<file path="config.mk">
export PLATFORM = sky130hd
export DESIGN_NAME = lamp_pattern_detector_flat
export DESIGN_NICKNAME = d
export VERILOG_FILES = /design/src/rtl/lamp_pkg.sv /design/src/rtl/lamp_pattern_detector_if.sv /design/src/rtl/lamp_pair_lookup.sv /design/src/rtl/lamp_pattern_detector.sv /design/src/flat_wrapper.sv
export SDC_FILE = /design/constraint.sdc
export NUM_CORES = 1
export LEC_CHECK = 0
export ABC_AREA = 1
export CORE_ASPECT_RATIO = 0.8
export CORE_MARGIN = 4
export CORE_UTILIZATION = 45
export CTS_CLUSTER_DIAMETER = 80
export DETAILED_ROUTE_END_ITERATION = 12
export GPL_TIMING_DRIVEN = 0
export PLACE_DENSITY = 0.69
export SLEW_MARGIN = 20
export SYNTH_ARGS = -nofsm -noshare
export SYNTH_HDL_FRONTEND = slang
export SYNTH_HIERARCHICAL = 1
export SYNTH_SLANG_ARGS = --single-unit
</file>
<file path="constraint.sdc">
create_clock -name clk -period 4.6 [get_ports clk]
set_input_delay 0.92 -clock clk [delete_from_list [all_inputs] [get_ports clk]]
set_output_delay 0.92 -clock clk [all_outputs]
set_load 0.02 [all_outputs]
</file>
<file path="src/rtl/lamp_pkg.sv">
// Purpose : shared definitions for the running-lamp generator and detector.
// Latency : n/a (types, constants and pure functions only).
// Flow    : n/a. Holds mode codes, sequence periods, detector FSM state type
//           and lamp_expected(mode, step), the per-step lamp value.
package lamp_pkg;

   localparam logic [1:0] MODE_BOUNCE   = 2'd0;
   localparam logic [1:0] MODE_BLINK    = 2'd1;
   localparam logic [1:0] MODE_FILL     = 2'd2;
   localparam logic [1:0] MODE_CONVERGE = 2'd3;

   localparam int PERIOD_BOUNCE   = 7;
   localparam int PERIOD_BLINK    = 4;
   localparam int PERIOD_FILL     = 16;
   localparam int PERIOD_CONVERGE = 8;

   typedef enum logic [1:0] {
      ST_HUNT,
      ST_PAIR,
      ST_VERIFY,
      ST_LOCK
   } det_state_t;

   function automatic int lamp_period(logic [1:0] mode);
      case (mode)
         MODE_BOUNCE: return PERIOD_BOUNCE;
         MODE_BLINK:  return PERIOD_BLINK;
         MODE_FILL:   return PERIOD_FILL;
         default:     return PERIOD_CONVERGE;
      endcase
   endfunction

   // Step after 'step', wrapping at the end of the mode's sequence.
   function automatic logic [3:0] lamp_next_step(logic [1:0] mode, logic [3:0] step);
      if (int'(step) + 1 >= lamp_period(mode)) return 4'd0;
      return step + 4'd1;
   endfunction

   function automatic logic [7:0] lamp_expected(logic [1:0] mode, logic [3:0] step);
      logic [7:0] v;
      v = 8'h00;
      case (mode)
         MODE_BOUNCE: case (step)
            4'd0: v = 8'h18; 4'd1: v = 8'h24; 4'd2: v = 8'h42; 4'd3: v = 8'h81;
            4'd4: v = 8'h42; 4'd5: v = 8'h24; 4'd6: v = 8'h18;
            default: v = 8'h00;
         endcase
         MODE_BLINK: case (step)
            4'd0: v = 8'hAA; 4'd1: v = 8'h00; 4'd2: v = 8'h55; 4'd3: v = 8'h00;
            default: v = 8'h00;
         endcase
         MODE_FILL: case (step)
            4'd0:  v = 8'h80; 4'd1:  v = 8'hC0; 4'd2:  v = 8'hE0; 4'd3:  v = 8'hF0;
            4'd4:  v = 8'hF8; 4'd5:  v = 8'hFC; 4'd6:  v = 8'hFE; 4'd7:  v = 8'hFF;
            4'd8:  v = 8'h7F; 4'd9:  v = 8'h3F; 4'd10: v = 8'h1F; 4'd11: v = 8'h0F;
            4'd12: v = 8'h07; 4'd13: v = 8'h03; 4'd14: v = 8'h01; default: v = 8'h00;
         endcase
         default: case (step)
            4'd0: v = 8'h81; 4'd1: v = 8'hC3; 4'd2: v = 8'hE7; 4'd3: v = 8'hFF;
            4'd4: v = 8'h7E; 4'd5: v = 8'h3C; 4'd6: v = 8'h18; default: v = 8'h00;
         endcase
      endcase
      return v;
   endfunction

endpackage

</file>
<file path="src/rtl/lamp_pattern_detector_if.sv">
// Purpose : lamp bus plus detector status, as seen between the LED bus side
//           (master drives lamp_in/lamp_strobe) and the detector (slave).
// Ports   : lamp_in[7:0], lamp_strobe -> detector; mode_det[1:0], step_det[3:0],
//           locked, err_pulse, err_cnt[ERR_W-1:0] <- detector.
interface lamp_pattern_detector_if #(parameter int ERR_W = 8);
   import lamp_pkg::*;

   logic [7:0]       lamp_in;
   logic             lamp_strobe;
   logic [1:0]       mode_det;
   logic [3:0]       step_det;
   logic             locked;
   logic             err_pulse;
   logic [ERR_W-1:0] err_cnt;

   modport master (
      output lamp_in, lamp_strobe,
      input  mode_det, step_det, locked, err_pulse, err_cnt
   );

   modport slave (
      input  lamp_in, lamp_strobe,
      output mode_det, step_det, locked, err_pulse, err_cnt
   );
endinterface

</file>
<file path="src/rtl/lamp_pair_lookup.sv">
// Purpose : identify mode and step from two consecutive lamp samples.
// Latency : combinational.
// Ports   : prev[7:0], cur[7:0] in; hit, mode[1:0], step[3:0] (index of cur) out.
module lamp_pair_lookup
   import lamp_pkg::*;
(
   input  logic [7:0] prev,
   input  logic [7:0] cur,
   output logic       hit,
   output logic [1:0] mode,
   output logic [3:0] step
);

   // Pairs are unique across all modes (wrap pairs included), so at most
   // one (mode, step) can match and no priority is needed.
   always_comb begin
      hit  = 1'b0;
      mode = 2'd0;
      step = 4'd0;
      for (int m = 0; m < 4; m++) begin
         for (int s = 0; s < 16; s++) begin
            if (s < lamp_period(2'(m))) begin
               if (lamp_expected(2'(m), 4'((s == 0) ? lamp_period(2'(m)) - 1 : s - 1)) == prev &&
                   lamp_expected(2'(m), 4'(s)) == cur) begin
                  hit  = 1'b1;
                  mode = 2'(m);
                  step = 4'(s);
               end
            end
         end
      end
   end

endmodule

</file>
<file path="src/rtl/lamp_pattern_detector.sv">
// Purpose : detect which running-lamp mode is on the bus, track its step,
//           flag and count deviations once locked.
// Latency : 1 clk from strobe to outputs; 3 clk from the external strobe edge
//           when LAMP_DET_SYNC_EN is defined (2-flop sync + edge detect).
// Ports   : clk, reset (async, active-high), bus (slave modport).
module lamp_pattern_detector
   import lamp_pkg::*;
#(
   parameter int LOCK_MATCHES = 3,
   parameter int ERR_W        = 8
)(
   input  logic                    clk,
   input  logic                    reset,
   lamp_pattern_detector_if.slave  bus
);

   logic [7:0] sample;
   logic       strobe;

`ifdef LAMP_DET_SYNC_EN
   logic [7:0] lamp_s1, lamp_s2;
   logic       stb_s1, stb_s2, stb_s3;

   always_ff @(posedge clk or posedge reset) begin
      if (reset) begin
         lamp_s1 <= '0;
         lamp_s2 <= '0;
         stb_s1  <= 1'b0;
         stb_s2  <= 1'b0;
         stb_s3  <= 1'b0;
      end else begin
         lamp_s1 <= bus.lamp_in;
         lamp_s2 <= lamp_s1;
         stb_s1  <= bus.lamp_strobe;
         stb_s2  <= stb_s1;
         stb_s3  <= stb_s2;
      end
   end

   // One sample per strobe rising edge, however long the strobe stays high.
   assign sample = lamp_s2;
   assign strobe = stb_s2 & ~stb_s3;
`else
   assign sample = bus.lamp_in;
   assign strobe = bus.lamp_strobe;
`endif

   det_state_t       state;
   logic [7:0]       prev;
   logic [1:0]       mode_q;
   logic [3:0]       step_q;
   logic [3:0]       match_q;
   logic             locked_q;
   logic             err_q;
   logic [ERR_W-1:0] cnt_q;

   logic             lk_hit;
   logic [1:0]       lk_mode;
   logic [3:0]       lk_step;
   logic [3:0]       nxt_step;
   logic             exp_ok;

   lamp_pair_lookup u_lookup (
      .prev (prev),
      .cur  (sample),
      .hit  (lk_hit),
      .mode (lk_mode),
      .step (lk_step)
   );

   assign nxt_step = lamp_next_step(mode_q, step_q);
   assign exp_ok   = (sample == lamp_expected(mode_q, nxt_step));

   always_ff @(posedge clk or posedge reset) begin
      if (reset) begin
         state    <= ST_HUNT;
         prev     <= 8'h00;
         mode_q   <= 2'd0;
         step_q   <= 4'd0;
         match_q  <= 4'd0;
         locked_q <= 1'b0;
         err_q    <= 1'b0;
         cnt_q    <= '0;
      end else begin
         err_q <= 1'b0;
         if (strobe) begin
            case (state)
               ST_HUNT: begin
                  prev  <= sample;
                  state <= ST_PAIR;
               end
               ST_PAIR: begin
                  if (lk_hit) begin
                     mode_q  <= lk_mode;
                     step_q  <= lk_step;
                     match_q <= 4'd0;
                     state   <= ST_VERIFY;
                  end else begin
                     prev <= sample;
                  end
               end
               ST_VERIFY: begin
                  if (exp_ok) begin
                     step_q  <= nxt_step;
                     match_q <= match_q + 4'd1;
                     if (match_q + 4'd1 == 4'(LOCK_MATCHES)) begin
                        state    <= ST_LOCK;
                        locked_q <= 1'b1;
                     end
                  end else begin
                     // Acquisition failure is not an error; just re-pair.
                     prev  <= sample;
                     state <= ST_PAIR;
                  end
               end
               ST_LOCK: begin
                  if (exp_ok) begin
                     step_q <= nxt_step;
                  end else begin
                     err_q    <= 1'b1;
                     if (cnt_q != '1) cnt_q <= cnt_q + 1'b1;
                     locked_q <= 1'b0;
                     prev     <= sample;
                     state    <= ST_PAIR;
                  end
               end
               default: state <= ST_HUNT;
            endcase
         end
      end
   end

   assign bus.mode_det  = mode_q;
   assign bus.step_det  = step_q;
   assign bus.locked    = locked_q;
   assign bus.err_pulse = err_q;
   assign bus.err_cnt   = cnt_q;

endmodule

</file>
<file path="src/flat_wrapper.sv">
// flat-port wrapper written by rule: the top's interface ports become plain ports
module lamp_pattern_detector_flat import lamp_pkg::*;
#(
   parameter int LOCK_MATCHES = 3,
   parameter int ERR_W        = 8
)
  (clk, reset, bus_lamp_in, bus_lamp_strobe, bus_mode_det, bus_step_det, bus_locked, bus_err_pulse, bus_err_cnt);
  lamp_pattern_detector_if #(.ERR_W(ERR_W)) bus_i ();
  input  logic clk;
  input  logic reset;
  input wire logic [$bits(bus_i.lamp_in)-1:0] bus_lamp_in;
  input wire logic [$bits(bus_i.lamp_strobe)-1:0] bus_lamp_strobe;
  output wire logic [$bits(bus_i.mode_det)-1:0] bus_mode_det;
  output wire logic [$bits(bus_i.step_det)-1:0] bus_step_det;
  output wire logic [$bits(bus_i.locked)-1:0] bus_locked;
  output wire logic [$bits(bus_i.err_pulse)-1:0] bus_err_pulse;
  output wire logic [$bits(bus_i.err_cnt)-1:0] bus_err_cnt;
  assign bus_i.lamp_in = bus_lamp_in;
  assign bus_i.lamp_strobe = bus_lamp_strobe;
  assign bus_mode_det = bus_i.mode_det;
  assign bus_step_det = bus_i.step_det;
  assign bus_locked = bus_i.locked;
  assign bus_err_pulse = bus_i.err_pulse;
  assign bus_err_cnt = bus_i.err_cnt;
  lamp_pattern_detector #(.LOCK_MATCHES(LOCK_MATCHES), .ERR_W(ERR_W)) u_core (.clk(clk), .reset(reset), .bus(bus_i));
endmodule
</file>
Yosys cells after proc, flatten, opt, wreduce, memory -nomap -nowiden --
Memories as Yosys holds them, arrays and structs flattened. Index checks and enable logic that the tools add are counted.
Cells by class: $lt $le $gt $ge 1, equal/unequal tests 73, shifts and indexed selects 0, muxes and demuxes 126, bitwise logic cells 1, add/subtract/negate cells 4, multiply operators 0, reductions and logical operators 54, div/mod/pow operators 0
Operators with widths (count):
- 8-bit equality test (first input constant) | 24
- 4-bit two-way mux | 38
- 7-bit by 8-bit equality test with 1-bit output (first input constant) | 8
- 2-bit two-way mux | 32
- 8-bit one-hot mux with 7 select lines | 1
- 6-bit by 8-bit equality test with 1-bit output (first input constant) | 6
- 8-bit one-hot mux with 3 select lines | 2
- 1-bit two-way mux | 44
- 1-bit logical AND | 35
- 5-bit by 8-bit equality test with 1-bit output (first input constant) | 4
- 32-bit by 6-bit greater-or-equal comparator with 1-bit output | 1
- 8-bit one-hot mux with 4 select lines | 1
- 1-bit by 8-bit equality test with 1-bit output (first input constant) | 2
- 2-bit by 8-bit equality test with 1-bit output (first input constant) | 2
- 3-bit by 8-bit equality test with 1-bit output (first input constant) | 2
- 4-bit by 8-bit equality test with 1-bit output (first input constant) | 2
- 8-bit equality test | 2
- 8-bit zero test | 2
- 8-bit two-way mux | 2
- 4-bit one-hot mux with 2 select lines | 2
- 8-bit one-hot mux with 2 select lines | 1
- 4-bit AND reduction | 4
- 5-bit one-hot mux with 3 select lines | 1
- 4-bit by 2-bit equality test with 1-bit output (second input constant) | 3
- other kinds (20) | 38
Storage, ports and cells: ROM bits 256, latch bits 0, logic and storage cells 269, flip-flop bits (word level) 30, memories 2, RAM bits 0, output and inout port bits 16
Memories:
- (name not given) | words 16, bits a word 8, read ports 1, clocked after Yosys merged registers in 0, wr ports 0, RTL line lamp_pkg.sv:52 | MODE_FILL: case (step)
- (name not given) | words 16, bits a word 8, read ports 1, clocked after Yosys merged registers in 0, wr ports 0, RTL line lamp_pkg.sv:52

Logic depth before layout (Yosys ltp) --
Gate-level depths: netlist of run 1.
depth in word-level cells 39, depth in mapped cells 25, depth with buffers taken out 25

By module --
Netlist of run 1, hierarchy kept.
By module, submodules not included:
- lamp_pattern_detector | cells an instance 348, area each 2487.4 sq um, seq. area each 750.7 sq um, instances 1
- lamp_pair_lookup | cells an instance 189, area each 870.8 sq um, seq. area each 0.0 sq um, instances 1

Worst setup path before layout of run 1 --
OpenSTA, ideal clock, no wires.
kind register to register, from register u_core.step_q[0], in the netlist u_core/bus.step_det[0], to register u_core.match_q[1], path slack 1.055 ns, clock period less this slack 3.545 ns, arrival time 3.428 ns, stages on the path, launching flop included 23, path through dfrtp_1 > ha_1 > xor2_2 > ha_1 > nand2_1 > nor2_1 > nand2_1 > nand4_2 > ha_1 > nand3_1 > nand2_1 > nand2_1 > nand3_1 > nand2_1 > nand2_1 > nand2_1 > nand3_1 > nor2_4 > nand2_4 > nand2_2 > nand3_1 > nand2_1 > nand2_1
Between the ends: longest elaborated chain between the ends 11, elaborated cells on any way between the ends 23, classes of those cells add/sub (2); order compare (1); eq/ne (8); mux (6); reduce/logical (5); memory (1)
Ends and longest elaborated chain:
- start: declaration | RTL line lamp_pattern_detector.sv:51 | logic [3:0] step_q;
- start signal: assignment | RTL line lamp_pattern_detector.sv:95 | step_q <= lk_step;
- start signal: assignment | RTL line lamp_pattern_detector.sv:104 | step_q <= nxt_step;
- start signal: assignment | RTL line lamp_pattern_detector.sv:118 | step_q <= nxt_step;
- 4-bit by 1-bit adder with 5-bit output | RTL line lamp_pkg.sv:35 | if (int'(step) + 1 >= lamp_period(mode)) return 4'd0;
- 32-bit by 6-bit greater-or-equal comparator with 1-bit output | RTL line lamp_pkg.sv:35
- 1-bit two-way mux | RTL line lamp_pkg.sv:35
- 4-bit two-way mux (*) | RTL line lamp_pkg.sv:36 | return step + 4'd1;
- 4-bit by 3-bit equality test with 1-bit output, or another cell as far along | RTL line lamp_pkg.sv:43, lamp_pkg.sv:58
- 2-bit OR reduction (no source line)
- 8-bit one-hot mux with 4 select lines | RTL line lamp_pkg.sv:43 | MODE_BOUNCE: case (step)
- 8-bit one-hot mux with 3 select lines (*) | RTL line lamp_pkg.sv:42 | case (mode)
- 8-bit equality test (*) | RTL line lamp_pattern_detector.sv:72 | assign exp_ok = (sample == lamp_expected(mode_q, nxt_step));
- 2-bit by 1-bit != test with 1-bit output (no source line) (*)
- 4-bit AND reduction (no source line) (*)
- end signal: assignment | RTL line lamp_pattern_detector.sv:105 | match_q <= match_q + 4'd1;
- end: declaration | RTL line lamp_pattern_detector.sv:52 | logic [3:0] match_q;
Mark *: on every way between the ends. The rest lies on a longest branch, timed or not. A chain may end at the register's enable or synchronous reset.

Final worst setup path of run 1 --
from register u_core.step_q[0], in the netlist u_core/bus.step_det[0], to register u_core.match_q[2]
Same word-level chain as after synthesis.

==> results of run 1 <==
## placed cells by master, fill, tap and decap left out, types with 3 or more instances in the layout
| master | Yosys | routed |
|---|---|---|
| nand4_1 | 22 | 22 |
| clkbuf_8 | 0 | 6 |
| o21ai_1 | 6 | 6 |
| inv_2 | 5 | 6 |
| xnor2_1 | 7 | 7 |
| o21ai_2 | 5 | 5 |
| clkbuf_1 | 2 | 3 |
| inv_1 | 71 | 70 |
| nand3_2 | 6 | 6 |
| nand2_2 | 10 | 10 |
| clkdlybuf4s50_1 | 0 | 26 |
| nand2_1 | 151 | 151 |
| ha_1 | 14 | 14 |
| a21oi_1 | 7 | 7 |
| nand2_4 | 3 | 3 |
| nor4_2 | 3 | 3 |
| nand3b_1 | 6 | 6 |
| o21ai_0 | 14 | 14 |
| nand3_1 | 55 | 55 |
| nor2_2 | 5 | 5 |
| nor3_1 | 14 | 14 |
| dfrtp_1 | 30 | 30 |
| nor2_1 | 74 | 74 |
## cell families (layout without fill, tap and decap cells)
logic type	after synthesis	count (layout)	share of synthesized area [%]
simple gates	360	360	51.3
buf+inv	80	114	9.65
xor+xnor	10	10	2.83
compound gates	43	43	8.61
flops	30	30	22.4
fa+ha+maj	14	14	5.22
## layout make-up
cell class,instances,area [µm²],area share [%]
plain buffers,4,38.8,1.02
inverters,76,285,7.47
flip-flops and latches,30,751,19.7
clock buffers,7,86.3,2.26
multi-input cells,427,2280,59.8
repair buffers,26,260,6.82
clock inverters,1,5.00,0.131
well taps,87,109,2.85
## metal layers
metal,up-vias,track usage [%],wire (µm)
met1,1662,31.6,4540
met2,177,32.6,3870
met3,9,6.46,1160
met5,-,0,0
li1,1830,-,-
met4,0,4.29,89
## tightest hold or removal path, delay by kind of cell, from the launching register on
| family | cells | cell delay [ns] |
|---|---|---|
| flip-flops | 1 | 0.35 |
| AND/OR/NAND/NOR | 2 | 0.11 |
## metrics by stage
step | hold slack (ns) | instances | cell area, µm² | utilization, % | setup WS (ns)
floorplan | 0.463 | 537 | 3360 | - | 1.06
global placement | 0.469 | 650 | 3730 | 52.8 | 0.590
detailed placement | 0.482 | 650 | 3730 | 52.8 | 0.581
CTS | 0.497 | 658 | 3820 | 54.1 | 0.605
global route | 0.513 | 658 | 3820 | 54.1 | 0.226
finish | 0.491 | 658 | 3820 | 54.1 | 0.562
## sequential cells by signal, summed over array words and instances (netlist names)
signal                count
u_core/bus.locked         1
u_core/bus.err_cnt        8
u_core/state              2
u_core/prev               8
u_core/match_q            4
u_core/bus.err_pulse      1
u_core/bus.step_det       4
u_core/bus.mode_det       2
## power by group
part / internal [mW] / switching [mW] / leakage, nW
registers: 0.302 / 0.0515 / 0.384
logic: 0.212 / 0.384 / 1.44
clock network: 0.120 / 0.0957 / 0.0482
## worst max path at each step
| stage | depth (start not counted) | startpoint | slack [ns] | to |
|---|---|---|---|---|
| 2_1_floorplan | 22 | u_core/bus.step_det[0] | 1.06 | u_core/match_q[1] |
| 3_3_place_gp | 16 | bus_lamp_in[7] | 0.59 | u_core/match_q[2] |
| 3_5_place_dp | 16 | bus_lamp_in[7] | 0.58 | u_core/match_q[2] |
| 4_1_cts | 22 | u_core/bus.step_det[0] | 0.61 | u_core/prev[3] |
| 5_1_grt | 22 | u_core/bus.step_det[0] | 0.23 | u_core/match_q[2] |
| 6_report | 22 | u_core/bus.step_det[0] | 0.56 | u_core/match_q[2] |
==> results.sh, run 1 <==
export IMPL_status="finished clean"
export IMPL_tightest_slew_ns=0.646
export IMPL_r2r_start="u_core/bus.step_det[0]"
export IMPL_power_density_mw_per_mm2=305
export IMPL_peakVddDrop_uv=203
export IMPL_async_flop_share_pct=100
export IMPL_crit_chain="ha_1 -> xor2_2 -> ha_1 -> nand2_1 -> nor2_1 -> nand2_1 -> nand4_2 -> ha_1 -> nand3_1 -> nand2_1 -> nand2_1 -> nand3_1 -> nand2_1 -> nand2_1 -> nand2_1 -> nand3_1 -> nor2_4 -> nand2_4 -> nand2_2 -> nand3_1 -> nand2_1 -> nand2_1"
export IMPL_port_buffers=26
export IMPL_firstDrtPassIters=5
export IMPL_synth_area_per_cell_um2=6.25
export IMPL_postRouteAntennaNets=0
export IMPL_worst_endpoint_arrival_ns=4.21
export IMPL_final_max_slew_viol_count=0
export IMPL_cts_sinks=30
export IMPL_yosys_area_top_type_share_pct=22.4
export IMPL_wl_per_cell_um=14.7
export IMPL_startpoint_type="flop"
export IMPL_max_slew_margin_pct=56.4
export IMPL_path_max_fanout=9
export IMPL_required_ns=4.77
export IMPL_hp_class="reg2reg"
export IMPL_vias_per_cell=5.59
export IMPL_syn_to_final_growth_pct=13.7
export IMPL_ys_warnings_count=6
export IMPL_reg2reg_to="u_core/match_q[2]"
export IMPL_power_leakage_nw=1.87
export IMPL_min_period_over_period_pct=87.8
export IMPL_fmax_mhz=248
export IMPL_vias=3678
export IMPL_fill_cells=714
export IMPL_start_util_pct=47.6
export IMPL_synthDistinctLibCells=43
export IMPL_maxCapViolations=0
export IMPL_cpMostUsedCell="nand2_1"
export IMPL_grt_usage_pct=21.9
export IMPL_fp_row_count=27
export IMPL_grt_ovfl_total=0
export IMPL_path_class="reg2reg"
export IMPL_drtIter0Drc=292
export IMPL_post_cts_setup_buffer_count=0
export IMPL_die_area_mm2=0.00892
export IMPL_endpoint_kind="flop"
export IMPL_report_power_total_mw=1.17
export IMPL_wl_um=9670
export IMPL_die_width_um=105
export IMPL_synth_edf_count=0
export IMPL_min_period_ns=4.04
export IMPL_yosys_most_used_dff="dfrtp_1"
export IMPL_rsz0062_at_grt="no"
export IMPL_hold_depth=2
export IMPL_syn_inst=537
export IMPL_cts_made_buffers=5
export IMPL_cpMaxStageDelayCell="dfrtp_1"
export IMPL_n_antenna_cell=0
export IMPL_h_tree_depth=2
export IMPL_hpwl_um=7720
export IMPL_critPathTopFamily="simple AND/OR/NAND/NOR gates"
export IMPL_r2r_slack_ns=0.56
export IMPL_setup_tns_ns=0
export IMPL_route_detailed_drc=0
export IMPL_clk_pin_slew_worst_paths_ns=0.06
export IMPL_cts_tree="done"
export IMPL_gp_congestion=1.05
export IMPL_grt_max_degree=31
export IMPL_ios=27
export IMPL_clock_latency_ns=0.28
export IMPL_crit_path_max_incr_delay_ns=0.48
export IMPL_synth_area_leaders="dfrtp_1, nand2_1, nor2_1"
export IMPL_clock_path_buffers=2
export IMPL_netlist_area_mm2=0.00336
export IMPL_synth_most_common_cell="nand2_1"
export IMPL_cts_hold_buf=0
export IMPL_root_buffer="clkbuf_8"
export IMPL_finalClockSkew_ns=0.00433
export IMPL_worstHoldStart="u_core/bus.locked"
export IMPL_critPathBufInv=0
export IMPL_core_area_mm2=0.00706
export IMPL_drive_above_1_share_pct=9.98
export IMPL_layout_nets=595
export IMPL_yosys_register_bits=30
export IMPL_syn_nets=562
export IMPL_post_synth_top_area_cell="dfrtp_1"
export IMPL_ff2ff_path_depth=22
export IMPL_grt_pass1_vias=3381
export IMPL_postCtsResizedCells=0
export IMPL_hold_viol_final=0
export IMPL_ys_seq_area_share_pct=22.4
export IMPL_fp_dieH_um=85.3
export IMPL_synthTopCellsByCount="nand2_1, nor2_1, inv_1, nand3_1, dfrtp_1"
export IMPL_grt_antenna_before_repair=0
export IMPL_grt_first_pass_wirelength_um=16100
export IMPL_finalSetupViolations=0
export IMPL_hold_end="u_core/bus.locked"
Note: power is estimated with default switching activity, not from simulation.
==> inputs of run 2 (changes only) <==
Settings changed: CAP_MARGIN set to 20, GPL_TIMING_DRIVEN 0 to not set.
==> results.sh, run 2 (same netlist as run 1, synthesis figures left out) <==
export IMPL_n_antenna_cell=0
export IMPL_grt_pass1_vias=3403
export IMPL_clk_pin_slew_worst_paths_ns=0.07
export IMPL_grt_antenna_before_repair=0
export IMPL_die_area_mm2=0.00892
export IMPL_layout_nets=593
export IMPL_required_ns=4.77
export IMPL_grt_max_degree=31
export IMPL_use_met3_pct=9.51
export IMPL_worst_endpoint_arrival_ns=4.14
export IMPL_path_class="reg2reg"
export IMPL_drtIter0Drc=364
export IMPL_status="finished clean"
export IMPL_report_power_total_mw=1.22
export IMPL_power_density_mw_per_mm2=319
export IMPL_ios=27
export IMPL_fmax_mhz=252
export IMPL_setup_tns_ns=0
export IMPL_mostFrequentLayoutCells="nand2_1, nor2_1, inv_1, nand3_1, dfrtp_1"
export IMPL_gp_congestion=1.08
export IMPL_peakVddDrop_uv=313
export IMPL_syn_to_final_growth_pct=13.6
export IMPL_core_area_mm2=0.00706
export IMPL_crit_end="u_core/bus.step_det[2]"
export IMPL_cts_hold_buf=0
export IMPL_rsz0062_at_grt="no"
export IMPL_startpoint="u_core/bus.step_det[0]"
export IMPL_wl_um=9840
export IMPL_clock_latency_ns=0.28
export IMPL_grt_met2_usage_pct=31.1
export IMPL_grt_ovfl_total=0
export IMPL_ff2ff_path_depth=20
export IMPL_root_buffer="clkbuf_8"
export IMPL_clock_path_buffers=2
export IMPL_route_detailed_drc=0
export IMPL_vias=3660
export IMPL_drive_above_1_share_pct=10.0
export IMPL_min_period_over_period_pct=86.3
export IMPL_h_tree_depth=2
export IMPL_max_slew_margin_pct=50.7
export IMPL_power_leakage_nw=1.87
export IMPL_hp_class="reg2reg"
export IMPL_finalClockSkew_ns=0.00753
export IMPL_grt_use_met1_pct=31.8
export IMPL_cts_sinks=30
export IMPL_finalSetupViolations=0
export IMPL_worstHoldStart="u_core/bus.locked"
export IMPL_startpoint_type="flop"
export IMPL_vias_per_cell=5.59
export IMPL_final_common_cell="nand2_1"
export IMPL_hold_viol_final=0
export IMPL_cts_tree="done"
export IMPL_postRouteAntennaNets=0
export IMPL_post_cts_setup_buffer_count=0
export IMPL_min_period_ns=3.97
export IMPL_busiest_layer="met1"
export IMPL_path_max_fanout=9
export IMPL_die_width_um=105
export IMPL_postCtsResizedCells=0
export IMPL_start_util_pct=47.6
export IMPL_firstDrtPassIters=5
export IMPL_final_max_slew_viol_count=0
export IMPL_grt_first_pass_wirelength_um=16500
export IMPL_tightest_slew_ns=0.732
export IMPL_cts_made_buffers=5
export IMPL_grt_usage_pct=22.4
export IMPL_hpwl_um=7980
export IMPL_fp_dieH_um=85.3
export IMPL_r2r_slack_ns=0.63
export IMPL_fp_row_count=27
export IMPL_wl_per_cell_um=15.0
export IMPL_reg2reg_to="u_core/bus.step_det[2]"
export IMPL_maxCapViolations=0
export IMPL_port_buffers=26
export IMPL_endpoint_kind="flop"
export IMPL_r2r_start="u_core/bus.step_det[0]"
run 2: area by class of cell:
class                           instances  area, µm²
Clock inverter                          1       30.0
Clock buffer                            6       82.6
Multi-Input combinational cell        427       2280
Timing Repair Buffer                   28        275
Inverter                               76        285
Sequential cell                        30        751
Tap cell                               87        109
Fill cell                             681       3240
run 2: how the worst min path moves through the flow:
stage                     cells after the start                 to  slack [ns]
after floorplan                               2  u_core/match_q[3]        0.46
after global placement                        2  u_core/bus.locked        0.46
after detailed placement                      2  u_core/bus.locked        0.47
after CTS                                     2  u_core/bus.locked        0.48
after global routing                          2  u_core/match_q[3]        0.53
final                                         2  u_core/bus.locked        0.48
run 2: power breakdown:
part | switching [mW] | internal (mW) | total [mW]
combinational | 0.383 | 0.210 | 0.593
clock | 0.0992 | 0.173 | 0.272
sequential | 0.0493 | 0.302 | 0.351
total | 0.531 | 0.685 | 1.22
run 2: critical path, cell delays in order (launching register included):
cell and delay (ns):
dfrtp_1 0.46, ha_1 0.28, xor2_2 0.41, ha_1 0.34
nand2_1 0.11, nor2_1 0.07, nand2_1 0.20, nand4_2 0.30
ha_1 0.36, nand2_1 0.10, nand4_1 0.22, o21ai_1 0.15
nand2_1 0.06, nand2_1 0.07, nand3_2 0.08, nor2_4 0.19
nand3_4 0.13, nand2_2 0.13, nand2_2 0.09, nand2_1 0.07
nand2_1 0.05
run 2: stage by stage:
step	utilization [%]	hold slack [ns]	instance area (µm²)	setup slack, ns	instances
3_5_place_dp	52.5	0.469	3700	0.706	648
5_1_grt	54.0	0.527	3820	0.328	655
3_3_place_gp	52.5	0.465	3700	0.854	648
2_1_floorplan	-	0.463	3360	1.06	537
4_1_cts	54.0	0.483	3820	0.685	655
6_report	54.0	0.475	3820	0.630	655
run 2: metal layers:
metal  vias up  share of wire [%]
li1       1813                  -
met1      1630                 47
met2       196                 38
met3        19                 13
met4         2                1.2
met5         -               0.53
